**config.mk**
```make
export PLATFORM = sky130hd
export DESIGN_NAME = lc3_control
export DESIGN_NICKNAME = d
export VERILOG_FILES = /design/src/rtl/lc3_ctrl_pkg.sv /design/src/rtl/lc3_control.sv
export SDC_FILE = /design/constraint.sdc
export NUM_CORES = 1
export LEC_CHECK = 0
export CORE_MARGIN = 2
export CORE_UTILIZATION = 30
export CTS_CLUSTER_DIAMETER = 40
export CTS_CLUSTER_SIZE = 14
export DETAILED_ROUTE_END_ITERATION = 16
export SYNTH_ARGS = -nofsm -noshare
export SYNTH_HDL_FRONTEND = slang
export SYNTH_SLANG_ARGS = --single-unit
```
**constraint.sdc**
```tcl
create_clock -name clk -period 4.9 [get_ports clk]
set_clock_uncertainty 0.2 [all_clocks]
set_input_delay 0.98 -clock clk [delete_from_list [all_inputs] [get_ports clk]]
set_output_delay 0.98 -clock clk [all_outputs]
set_load 0.1 [all_outputs]
```
**src/rtl/lc3_ctrl_pkg.sv**
```systemverilog
// LC3 control-unit package: microsequencer state encoding, opcodes and the
// select encodings shared between the control FSM and the datapath.
package lc3_ctrl_pkg;

  typedef enum logic [4:0] {
    StFetchMar = 5'd0,
    StFetchMdr = 5'd1,
    StFetchIr  = 5'd2,
    StDecode   = 5'd3,
    StAlu      = 5'd4,
    StBr       = 5'd5,
    StJmp      = 5'd6,
    StJsr      = 5'd7,
    StLea      = 5'd8,
    StAddr     = 5'd9,
    StRd       = 5'd10,
    StInd      = 5'd11,
    StWb       = 5'd12,
    StSdata    = 5'd13,
    StSwr      = 5'd14,
    StTrap1    = 5'd15,
    StTrap2    = 5'd16,
    StTrap3    = 5'd17,
    StHalt     = 5'd18
  } state_e;

  localparam logic [3:0] OpBr   = 4'b0000;
  localparam logic [3:0] OpAdd  = 4'b0001;
  localparam logic [3:0] OpLd   = 4'b0010;
  localparam logic [3:0] OpSt   = 4'b0011;
  localparam logic [3:0] OpJsr  = 4'b0100;
  localparam logic [3:0] OpAnd  = 4'b0101;
  localparam logic [3:0] OpLdr  = 4'b0110;
  localparam logic [3:0] OpStr  = 4'b0111;
  localparam logic [3:0] OpRti  = 4'b1000;
  localparam logic [3:0] OpNot  = 4'b1001;
  localparam logic [3:0] OpLdi  = 4'b1010;
  localparam logic [3:0] OpSti  = 4'b1011;
  localparam logic [3:0] OpJmp  = 4'b1100;
  localparam logic [3:0] OpRsv  = 4'b1101;
  localparam logic [3:0] OpLea  = 4'b1110;
  localparam logic [3:0] OpTrap = 4'b1111;

  localparam logic [1:0] AluPass = 2'b00;
  localparam logic [1:0] AluAnd  = 2'b01;
  localparam logic [1:0] AluAdd  = 2'b10;
  localparam logic [1:0] AluNot  = 2'b11;

  localparam logic [1:0] A2mSext11 = 2'd0;
  localparam logic [1:0] A2mSext9  = 2'd1;
  localparam logic [1:0] A2mSext6  = 2'd2;
  localparam logic [1:0] A2mZero   = 2'd3;

  localparam logic [1:0] PcmuxBus   = 2'd0;
  localparam logic [1:0] PcmuxAdder = 2'd1;
  localparam logic [1:0] PcmuxInc   = 2'd2;

  localparam logic MarmuxZext  = 1'b0;
  localparam logic MarmuxAdder = 1'b1;

  // Opcodes whose data phase goes through a memory read.
  function automatic logic needs_read(input logic [3:0] op);
    return (op == OpLd) || (op == OpLdr) || (op == OpLdi) || (op == OpSti);
  endfunction

endpackage

```
**src/rtl/lc3_control.sv**
```systemverilog
// LC3 microsequencer: fetch / decode / execute, one control word per cycle.
// Ports:
//   clk, rst           clock, synchronous active-high reset
//   ir, cc             datapath IR and {N,Z,P}
//   ld_*               register load strobes
//   gate_*             bus drivers (at most one high per cycle)
//   dr, sr1, sr2       register file selects
//   aluk               ALU operation
//   a1m_sel, a2m_sel   address adder operand selects
//   pcmux_sel          PC source
//   marmux_sel         MAR mux source
//   mem_en             MDR source is memory (else bus)
//   mem_rw             memory write strobe
//   halted             machine stopped in HALT
//   state              current state, for debug
module lc3_control
  import lc3_ctrl_pkg::*;
#(
  parameter int unsigned MEM_RD_CYCLES = 1
) (
  input  logic        clk,
  input  logic        rst,
  input  logic [15:0] ir,
  input  logic [2:0]  cc,
  output logic        ld_ir,
  output logic        ld_reg,
  output logic        ld_pc,
  output logic        ld_cc,
  output logic        ld_mar,
  output logic        ld_mdr,
  output logic        gate_alu,
  output logic        gate_pc,
  output logic        gate_marmux,
  output logic        gate_mdr,
  output logic [2:0]  dr,
  output logic [2:0]  sr1,
  output logic [2:0]  sr2,
  output logic [1:0]  aluk,
  output logic        a1m_sel,
  output logic [1:0]  a2m_sel,
  output logic [1:0]  pcmux_sel,
  output logic        marmux_sel,
  output logic        mem_en,
  output logic        mem_rw,
  output logic        halted,
  output logic [4:0]  state
);

  localparam logic [7:0] WaitInit = 8'(MEM_RD_CYCLES - 1);

  state_e     state_q, state_d;
  logic       ben_q, ben_d;
  logic       ind_q, ind_d;   // LDI/STI pointer already followed
  logic [7:0] wait_q, wait_d;

  logic [3:0] op;
  logic       rd_state;
  logic       rd_done;
  logic       unused_ir;

  assign op        = ir[15:12];
  assign state     = state_q;
  assign unused_ir = ^ir[5:3];

  assign rd_state = (state_q == StFetchMdr) || (state_q == StRd) || (state_q == StTrap2);
  assign rd_done  = (wait_q == 8'd0);

  always_ff @(posedge clk) begin
    if (rst) begin
      state_q <= StFetchMar;
      ben_q   <= 1'b0;
      ind_q   <= 1'b0;
      wait_q  <= WaitInit;
    end else begin
      state_q <= state_d;
      ben_q   <= ben_d;
      ind_q   <= ind_d;
      wait_q  <= wait_d;
    end
  end

  // Next state and sequencing bookkeeping.
  always_comb begin
    state_d = state_q;
    ben_d   = ben_q;
    ind_d   = ind_q;
    // Counter reloads whenever we are not waiting on memory.
    wait_d  = WaitInit;
    if (rd_state && !rd_done) begin
      wait_d = wait_q - 8'd1;
    end

    unique case (state_q)
      StFetchMar: begin
        state_d = StFetchMdr;
        ind_d   = 1'b0;
      end
      StFetchMdr: if (rd_done) state_d = StFetchIr;
      StFetchIr:  state_d = StDecode;
      StDecode: begin
        ben_d = (ir[11] & cc[2]) | (ir[10] & cc[1]) | (ir[9] & cc[0]);
        case (op)
          OpAdd, OpAnd, OpNot:                     state_d = StAlu;
          OpBr:                                    state_d = StBr;
          OpJmp:                                   state_d = StJmp;
          OpJsr:                                   state_d = StJsr;
          OpLea:                                   state_d = StLea;
          OpLd, OpLdr, OpLdi, OpSt, OpStr, OpSti:  state_d = StAddr;
          OpTrap:                                  state_d = StTrap1;
          default:                                 state_d = StHalt;  // RTI, reserved
        endcase
      end
      StAddr: state_d = needs_read(op) ? StRd : StSdata;
      StRd: begin
        if (rd_done) begin
          if ((op == OpLdi || op == OpSti) && !ind_q) state_d = StInd;
          else if (op == OpSti)                       state_d = StSdata;
          else                                        state_d = StWb;
        end
      end
      StInd: begin
        state_d = StRd;
        ind_d   = 1'b1;
      end
      StSdata: state_d = StSwr;
      StTrap1: state_d = StTrap2;
      StTrap2: if (rd_done) state_d = StTrap3;
      StHalt:  state_d = StHalt;
      default: state_d = StFetchMar;  // single-cycle execute states
    endcase
  end

  // Control word: Moore on state plus IR fields, all zero during reset.
  always_comb begin
    ld_ir       = 1'b0;
    ld_reg      = 1'b0;
    ld_pc       = 1'b0;
    ld_cc       = 1'b0;
    ld_mar      = 1'b0;
    ld_mdr      = 1'b0;
    gate_alu    = 1'b0;
    gate_pc     = 1'b0;
    gate_marmux = 1'b0;
    gate_mdr    = 1'b0;
    dr          = 3'd0;
    sr1         = 3'd0;
    sr2         = 3'd0;
    aluk        = AluPass;
    a1m_sel     = 1'b0;
    a2m_sel     = A2mSext11;
    pcmux_sel   = PcmuxBus;
    marmux_sel  = MarmuxZext;
    mem_en      = 1'b0;
    mem_rw      = 1'b0;
    halted      = 1'b0;

    if (!rst) begin
      unique case (state_q)
        StFetchMar: begin
          gate_pc   = 1'b1;
          ld_mar    = 1'b1;
          ld_pc     = 1'b1;
          pcmux_sel = PcmuxInc;
        end
        StFetchMdr, StRd: begin
          mem_en = 1'b1;
          ld_mdr = 1'b1;
        end
        StFetchIr: begin
          gate_mdr = 1'b1;
          ld_ir    = 1'b1;
        end
        StAlu: begin
          sr1      = ir[8:6];
          sr2      = ir[2:0];
          dr       = ir[11:9];
          gate_alu = 1'b1;
          ld_reg   = 1'b1;
          ld_cc    = 1'b1;
          aluk     = (op == OpAdd) ? AluAdd : (op == OpAnd) ? AluAnd : AluNot;
        end
        StBr: begin
          if (ben_q) begin
            ld_pc     = 1'b1;
            pcmux_sel = PcmuxAdder;
            a1m_sel   = 1'b1;
            a2m_sel   = A2mSext9;
          end
        end
        StJmp: begin
          sr1       = ir[8:6];
          a2m_sel   = A2mZero;
          pcmux_sel = PcmuxAdder;
          ld_pc     = 1'b1;
        end
        StJsr: begin
          gate_pc   = 1'b1;
          ld_reg    = 1'b1;
          dr        = 3'd7;
          ld_pc     = 1'b1;
          pcmux_sel = PcmuxAdder;
          if (ir[11]) begin
            a1m_sel = 1'b1;
            a2m_sel = A2mSext11;
          end else begin
            sr1     = ir[8:6];
            a2m_sel = A2mZero;
          end
        end
        StLea: begin
          gate_marmux = 1'b1;
          marmux_sel  = MarmuxAdder;
          a1m_sel     = 1'b1;
          a2m_sel     = A2mSext9;
          dr          = ir[11:9];
          ld_reg      = 1'b1;
        end
        StAddr: begin
          ld_mar      = 1'b1;
          gate_marmux = 1'b1;
          marmux_sel  = MarmuxAdder;
          if (op == OpLdr || op == OpStr) begin
            sr1     = ir[8:6];
            a2m_sel = A2mSext6;
          end else begin
            a1m_sel = 1'b1;
            a2m_sel = A2mSext9;
          end
        end
        StInd: begin
          gate_mdr = 1'b1;
          ld_mar   = 1'b1;
        end
        StWb: begin
          gate_mdr = 1'b1;
          ld_reg   = 1'b1;
          ld_cc    = 1'b1;
          dr       = ir[11:9];
        end
        StSdata: begin
          sr1      = ir[11:9];
          aluk     = AluPass;
          gate_alu = 1'b1;
          ld_mdr   = 1'b1;
        end
        StSwr: mem_rw = 1'b1;
        StTrap1: begin
          gate_marmux = 1'b1;
          marmux_sel  = MarmuxZext;
          ld_mar      = 1'b1;
        end
        // Return address goes to R7 here so only one bus driver is active per cycle.
        StTrap2: begin
          gate_pc = 1'b1;
          ld_reg  = 1'b1;
          dr      = 3'd7;
          mem_en  = 1'b1;
          ld_mdr  = 1'b1;
        end
        StTrap3: begin
          gate_mdr  = 1'b1;
          pcmux_sel = PcmuxBus;
          ld_pc     = 1'b1;
        end
        StHalt:  halted = 1'b1;
        default: ;
      endcase
    end
  end

endmodule

```
==> metrics <==
status=completed; die footprint=5730 um^2; CP Cell Sequence=clkdlybuf4s50_1, inv_1, ha_1, nor2_1, nor2b_1, a211o_1, a21o_1, a21oi_1, buf_12; Layout Nets=288; Post-Synthesis Cells=218; Routed Antenna Nets=0; routed vias/inst=5.22; CTS sink cnt=15; Crit. End Element=output port; CTS tree=done; initial antenna violation count=0; CP startpoint kind=input port; crit-path max cell delay=0.55 ns; total net switching power=550 uW; Cell Area, Synth=about 1500 um^2; maxcap violations=0; post-DP HPWL=~3600 um; first-pass GRT wire length=7330 um; switch share=between 50% and 60%; Via Count=~1,700; Post-synth top cells=26 x nor2_1, 19 x nand2_1, 15 x a21oi_1, 15 x dfxtp_1, 10 x inv_1; DRC viols=0; H-tree depth=1; Crit Path Category=in2out; Yosys reg bits=15; CTS Buf Count=3; Resized Gates After CTS=0; worst hold path class=reg2reg; drt pass-1 iters=4; Ant. Diodes=0; post-synthesis cell type count=56; largest net degree at the start of global routing=26; Leak Pwr=0.000848 uW; Yosys top cell by area=dfxtp_1; IO Pins=56; synthesis-to-layout area growth=38.6%; CP Buf/Inv Count=3; CP max-delay cell=clkdlybuf4s50_1; vias in the first global route=roughly 1,500; average routed wire per standard cell=14.0 um; total global routing overflow=0; Die Width=between 70 and 80 um; final critical-path required period=4.22 ns; main combinational cell family by area after synthesis=simple AND/OR/NAND/NOR gates; Int Pwr=414 uW; Initial Util=30.6%; Clk network pwr share=10.4%; complex-gate fraction of the synthesized area=29.3%; Post-CTS Hold Buffers=0; Slew @ Worst Pin=0.981 ns; Synth area leaders=dfxtp_1 19%, nor2_1 6.3%, a21oi_1 4.9%; synth warn=0; Rows=26; area fraction of the dominant cell type after synthesis=19.5%; DRT Wirelength=around 4600 um; share of layout cells above drive strength 1=approximately 20%; CTS Buffer Depth=2; combinational power share=67.1%; top-count cell post-synth=nor2_1; Post-Synth Simple-Gate Area=34.0%; Most used DFF post-synth=dfxtp_1; syn_nets=245; power density over cell area=between 400 and 500 nW/um^2; Clock Latency Late Sink=0.25 ns; sequential power share=22.5%; total chip power=965 uW; Worst path top cell family by delay=buffers and inverters; # setup viols final=0; die height=75.7 um; GR Util All Layers=16.7%; core area=5040 um^2; clk root buf=clkbuf_8; I/O Buffers=52; mux cell area share after synthesis=1.38%; post-synthesis sequential area ratio=19.5%; Max Freq=0.237 GHz; Iter 0 DRT Violations=136; GPL Wtd Cong=roughly 0.83; period utilization=between 80% and 90%; Critical Path RT=3.72 ns; post-synthesis xor/xnor area fraction=roughly 3.4%; setup repair bufs after CTS=0; endpoints failing hold=0; crit-path max FO=5; hold slack=0.263 ns; Post-synth ARST share=0%; Clock transition at path regs=about 0.06 ns; worst reg2reg setup slack=2.51 ns; RSZ-0062 raised after global routing=no; VDD IR max=0.000247 V; number of synthesized flops with an enable pin=0; slew margin rel.=34.4%; Synth Area in Adders=a little under 5%; Slew Limit Fails=0; crit path DAT=3.04 ns; synthesized area per cell=~7.1 um^2
-- area by class of cell --
type / count / area, um^2
clock inverters: 1 / 5.00
flip-flops and latches: 15 / 300
repair buffers: 53 / 503
clock buffers: 3 / 41.3
multi-input cells: 177 / 1160
inverters: 11 / 41.3
fillers: 529 / 2910
well taps: 70 / 87.6
-- metrics by stage --
step / util [%] / instances / instance area, um^2 / TNS [ns] / setup WS [ns]
finish: 42.4 / 330 / 2140 / 0 / 0.679
global route: 42.4 / 330 / 2140 / 0 / 0.520
detailed placement: 41.5 / 326 / 2090 / 0 / 0.646
CTS: 42.4 / 330 / 2140 / 0 / 0.645
floorplan: - / 218 / 1580 / -1.88 / -0.746
global placement: 41.5 / 326 / 2090 / 0 / 0.697
-- path summary, 6_finish.rpt --
path / depth (start not counted) / start / endpoint
setup / recovery: 9 / ir[12] / a2m_sel[0]
hold / removal: 1 / wait_q[0]$_SDFF_PP0_ / wait_q[0]$_SDFF_PP0_
setup reg to reg: 5 / state[1]$_SDFFE_PP0P_ / state[0]$_SDFFE_PP0P_
hold reg to reg: 1 / wait_q[0]$_SDFF_PP0_ / wait_q[0]$_SDFF_PP0_
-- routing by layer --
| metal | wire [um] | vias up | global-route usage, % |
|---|---|---|---|
| li1 | - | 870 | - |
| met5 | 0 | - | 0 |
| met3 | 221 | 5 | 2.65 |
| met4 | 45 | 0 | 3.70 |
| met1 | 2140 | 806 | 23.3 |
| met2 | 2210 | 40 | 27.1 |
-- flip-flops by register name, indices dropped and copies added (netlist names) --
| register | cells |
|---|---|
| wait_q | 8 |
| ind_q | 1 |
| state | 5 |
| ben_q | 1 |
-- power groups by stage --
stage	logic, uW	registers (uW)	clock network (uW)
2_1_floorplan	506	229	0
3_3_place_gp	645	219	0
3_5_place_dp	646	217	0
4_1_cts	650	215	104
5_1_grt	699	222	110
6_report	647	217	100
-- worst reg2reg max path, cell delays in order (launching register included) --
cell and delay [ns]:
dfxtp_1 0.88, nor2b_1 0.33, a22oi_1 0.18, nor3_2 0.22, nand2b_1 0.27, o22ai_1 0.23
-- layout by cell type, fill, tap and decap left out, types with 3 or more instances in the layout --
cell type / netlist / layout
a21o_1: 4 / 4
nand2b_1: 8 / 8
o21ai_0: 6 / 6
clkdlybuf4s50_1: 0 / 22
o211ai_1: 3 / 3
ha_1: 6 / 6
o22ai_1: 4 / 4
a21oi_1: 15 / 15
nor4_2: 0 / 3
nor2_1: 26 / 26
inv_1: 10 / 10
and2_1: 3 / 3
nor3_1: 9 / 7
dfxtp_1: 15 / 15
o21a_1: 3 / 3
a22oi_1: 4 / 4
and3_1: 4 / 4
clkbuf_8: 0 / 3
nor4_1: 6 / 3
nand3_1: 5 / 5
nor3_2: 2 / 4
nand2_1: 19 / 19
xnor2_1: 4 / 4
buf_4: 0 / 27
nor2b_1: 8 / 8
buf_12: 0 / 4
-- cells by family after synthesis --
| kind of cell | count (synthesis) |
|---|---|
| simple gates | 99 |
| compound gates | 64 |
| mux | 2 |
| buf+inv | 26 |
| xor+xnor | 6 |
| fa+ha+maj | 6 |
| flops | 15 |
(Power assumes the default switching activity.)
==> RTL edit 1: new RTL, config.mk and constraints unchanged <==
Add an input register stage for `cc`; this delays it by one clock. The other inputs are not delayed to match.
--- a/src/rtl/lc3_control.sv
+++ b/src/rtl/lc3_control.sv
@@ -48,6 +48,12 @@
 
   localparam logic [7:0] WaitInit = 8'(MEM_RD_CYCLES - 1);
 
+  logic [2:0] cc_q;
+
+  always_ff @(posedge clk) begin
+    cc_q <= cc;
+  end
+
   state_e     state_q, state_d;
   logic       ben_q, ben_d;
   logic       ind_q, ind_d;   // LDI/STI pointer already followed
@@ -98,7 +104,7 @@
       StFetchMdr: if (rd_done) state_d = StFetchIr;
       StFetchIr:  state_d = StDecode;
       StDecode: begin
-        ben_d = (ir[11] & cc[2]) | (ir[10] & cc[1]) | (ir[9] & cc[0]);
+        ben_d = (ir[11] & cc_q[2]) | (ir[10] & cc_q[1]) | (ir[9] & cc_q[0]);
         case (op)
           OpAdd, OpAnd, OpNot:                     state_d = StAlu;
           OpBr:                                    state_d = StBr;
Formal check against the unedited RTL: not equivalent (Yosys sat finds a counterexample within 10 cycles, from zero or initial values and one cycle with rst high).
==> RTL edit 1 against the original RTL <==
Sequential cell count grew 3. Non-clock buffer count rose by 1. Setup slack got worse by 2.0 ps. Synthesized cell count is 0.92% higher. Area after synthesis grew 6.8%. Final area increased by 4.4%. Via count rose by 1.7%. Global-route usage shrank 0.38 points. Total power increased by 7.1%. Maximum frequency is essentially flat. Wire length increased by 6.3%.
==> RTL edit 1: results (changes against the original RTL) <==
Worst setup path
  • Crit path from: ir[13] (was ir[12])
  • Max FO, Critical Path: 6 (was 5)
  • End point of the critical path: a1m_sel (was a2m_sel[0])
  • Path depth of the worst reg2reg path: 4 (was 5)
  • Capturing point of the worst reg2reg path: state[1] (was state[0])
  • Crit path largest cell delay: 610 ps (was 550 ps)

Drt
  • Routed len/inst: 14.78 um (was 13.98 um)
  • Met2 Wirelength: 2300 um (was 2211 um)
  • Wl on met1: 2225 um (was 2138 um)
  • Initial DRC Count: 121 (was 136)

Finish
  • NumNets Final: 290 (was 288)
  • Seq/total area: 16.15% (was 14.05%)
  • Area of the multi-input gates: 1161 um2 (was 1159 um2)
  • Comb_multi_in: 175 (was 177)
  • Non-clock buffer count: 54 (was 53)
  • Core Util, Final: 42.86% (was 42.38%)
  • Fillers: 540 (was 529)

Synthesis
  • Post-Syn Nets: 247 (was 245)
  • Synth top cells by count: nor2_1, nand2_1, dfxtp_1 (was nor2_1, nand2_1, a21oi_1, dfxtp_1, inv_1)
  • Main area contributors after synthesis: dfxtp_1, nor2_1, ha_1 (was dfxtp_1, nor2_1, a21oi_1)
  • Sequential area share after synthesis: 21.88% (was 19.48%)

Timing
  • Worst-Margin Slew: 981.5 ps (was 981.1 ps)
  • Hold_ws: 260.6 ps (was 262.8 ps)

Outcome
  • Status: completed (unchanged)

Placed design
  • DP Area: 2176 um2 (was 2091 um2)

Power
  • Worst vdd ir: 202.8 uV (was 246.5 uV)

GRT
  • Vias in the first global route: 1,631 (was 1,496)
## RTL edit 1: power breakdown
group | internal [mW] | switching (mW)
logic | 0.209 | 0.464
registers | 0.172 | 0.0679
clock network | 0.0713 | 0.0489
total | 0.452 | 0.581
## RTL edit 1: routing by layer
layer / vias to the layer above / track usage, %
met1: 798 / 23.20
met3: 2 / 2.644
met4: 0 / 2.632
li1: 879 / -
met5: - / 0
met2: 71 / 26.47
## RTL edit 1: through the flow
step,instances,worst slack [ps]
after floorplan,220,3.578
final,332,677.0
after global placement,328,664.6
after detailed placement,328,690.6
after global routing,332,504.0
after CTS,332,675.6
## RTL edit 1: cells by family (layout without fill, tap and decap cells)
group | count (synthesis) | after routing | share of synthesized area (%)
adder cells (fa/ha/maj) | 6 | 6 | 4.559
buffers and inverters | 27 | 69 | 9.118
AO/OA/AOI/OAI | 63 | 63 | 27.74
flip-flops | 18 | 18 | 21.88
XOR/XNOR | 7 | 7 | 3.723
multiplexers | 2 | 2 | 1.216
AND/OR/NAND/NOR | 97 | 97 | 31.76
==> RTL edit 2: new RTL, same settings <==
Without the edit above. Put a register stage on the output `mem_en`, without a reset. The value now appears one clock later. The other outputs are not delayed to match.
--- a/src/rtl/lc3_control.sv
+++ b/src/rtl/lc3_control.sv
@@ -48,6 +48,8 @@
 
   localparam logic [7:0] WaitInit = 8'(MEM_RD_CYCLES - 1);
 
+  logic mem_en_d;
+
   state_e     state_q, state_d;
   logic       ben_q, ben_d;
   logic       ind_q, ind_d;   // LDI/STI pointer already followed
@@ -150,7 +152,7 @@
     a2m_sel     = A2mSext11;
     pcmux_sel   = PcmuxBus;
     marmux_sel  = MarmuxZext;
-    mem_en      = 1'b0;
+    mem_en_d    = 1'b0;
     mem_rw      = 1'b0;
     halted      = 1'b0;
 
@@ -163,7 +165,7 @@
           pcmux_sel = PcmuxInc;
         end
         StFetchMdr, StRd: begin
-          mem_en = 1'b1;
+          mem_en_d = 1'b1;
           ld_mdr = 1'b1;
         end
         StFetchIr: begin
@@ -254,7 +256,7 @@
           gate_pc = 1'b1;
           ld_reg  = 1'b1;
           dr      = 3'd7;
-          mem_en  = 1'b1;
+          mem_en_d = 1'b1;
           ld_mdr  = 1'b1;
         end
         StTrap3: begin
@@ -268,5 +270,9 @@
     end
   end
 
+  always_ff @(posedge clk) begin
+    mem_en <= mem_en_d;
+  end
+
 endmodule
 
Function: changed (Yosys sat finds a counterexample within 4 cycles, from zero or initial values and one cycle with rst high).
==> RTL edit 2 against the original RTL <==
Final area up 4.7%. Sequential share of layout area is 0.26 points higher. Critical endpoint is now a1m_sel. Sequential cell count rose by 1. Total power shrank 30%. Setup slack got worse by 240 ps. Synthesized cell count grew 4.1%. Combinational power fell by 40%. First-iteration DRC count down 22%. Wire length increased by 7.0%. Highest routed layer unchanged. Area after synthesis up 1.9%. Hold slack improved by 5.7 ps.
==> RTL edit 2: results (changes against the original RTL) <==
GRT
  • First-pass GRT wire length: 8252 um (was 7334 um)
  • GRT Util Overall: 16.67% (was 16.71%)
  • Met2 usage: 26.46% (was 27.15%)
  • Vias in the first global route: 1,654 (was 1,496)
  • Met1 Usage GRT: 24.62% (was 23.34%)

Drt
  • Met2 Wirelength: 2317 um (was 2211 um)
  • Initial DRC Count: 106 (was 136)
  • Met3 WL: 245 um (was 221 um)
  • Via count: 1,831 (was 1,721)
  • Wl on met1: 2332 um (was 2138 um)

Timing
  • Worst-Margin Slew: 989.1 ps (was 981.1 ps)

Power
  • Sequential power: 164 uW (was 217 uW)
  • P_leak: 0.8832 nW (was 0.8475 nW)
  • Overall power: 671.1 uW (was 964.6 uW)
  • Worst vdd ir: 148.3 uV (was 246.5 uV)
  • Clock network power share: 17.9% (was 10.4%)
  • Int Power: 315.5 uW (was 414.2 uW)

Synthesis
  • Sequential area share after synthesis: 20.38% (was 19.48%)
  • Count of cell types in the netlist: 53 (was 56)
  • Synth Area in Compound Gates: 27.63% (was 29.30%)
  • Post-synthesis adder-cell area fraction: 5.573% (was 4.870%)
  • Main area contributors after synthesis: dfxtp_1, nor2_1, a21oi_1 (unchanged)
  • Post-Syn Nets: 255 (was 245)
  • Avg Cell Area, Syn: 6.923 um2 (was 7.071 um2)
  • XOR/XNOR Fraction of Synth Area: 3.344% (was 3.409%)
  • Post-synthesis mux area share: 2.627% (was 1.380%)

Placed design
  • GPL Wtd Cong: 0.8328 (was 0.8290)
  • DP HPWL: 3757 um (was 3609 um)
  • Placed Cells: 339 (was 326)
  • DP Area: 2183 um2 (was 2091 um2)

Finish
  • Layout cells sized above 1: 18.32% (was 20.00%)

Worst setup path
  • Family with the most delay on the worst path: compound AO/OA/AOI/OAI gates (was buffers and inverters)

Outcome
  • Status: completed (unchanged)
-- RTL edit 2: changes by cell type in the layout (fill, tap and decap cells not counted), sizes merged, moves of 3 or more --
cell and change:
nand3 +4, nor2 +6, a21o -3, or3 +3
-- RTL edit 2: cells by family after synthesis --
logic type                 Yosys count
AOI/OAI and AO/OA                   64
buffers and inverters               23
adders and majority gates            7
and+or+nand+nor                    107
muxes                                4
xor gates and xnor gates             6
DFF                                 16
-- RTL edit 2: final cells by class --
cell class	count	area (um2)
repair buffers	55	545.5
multi-input cells	188	1192
fillers	548	2836
flip-flops and latches	16	320.3
inverters	10	37.54
well taps	70	87.58
clock buffers	4	55.05
-- RTL edit 2: path summary, 6_finish.rpt --
kind / startpoint / endpoint / slack (ps) / depth (start not counted)
max: ir[12] / a1m_sel / 440 / 8
min: wait_q[0] / wait_q[0] / 270 / 1
max reg2reg: state[4] / state[3] / 2290 / 5
min reg2reg: wait_q[0] / wait_q[0] / 270 / 1
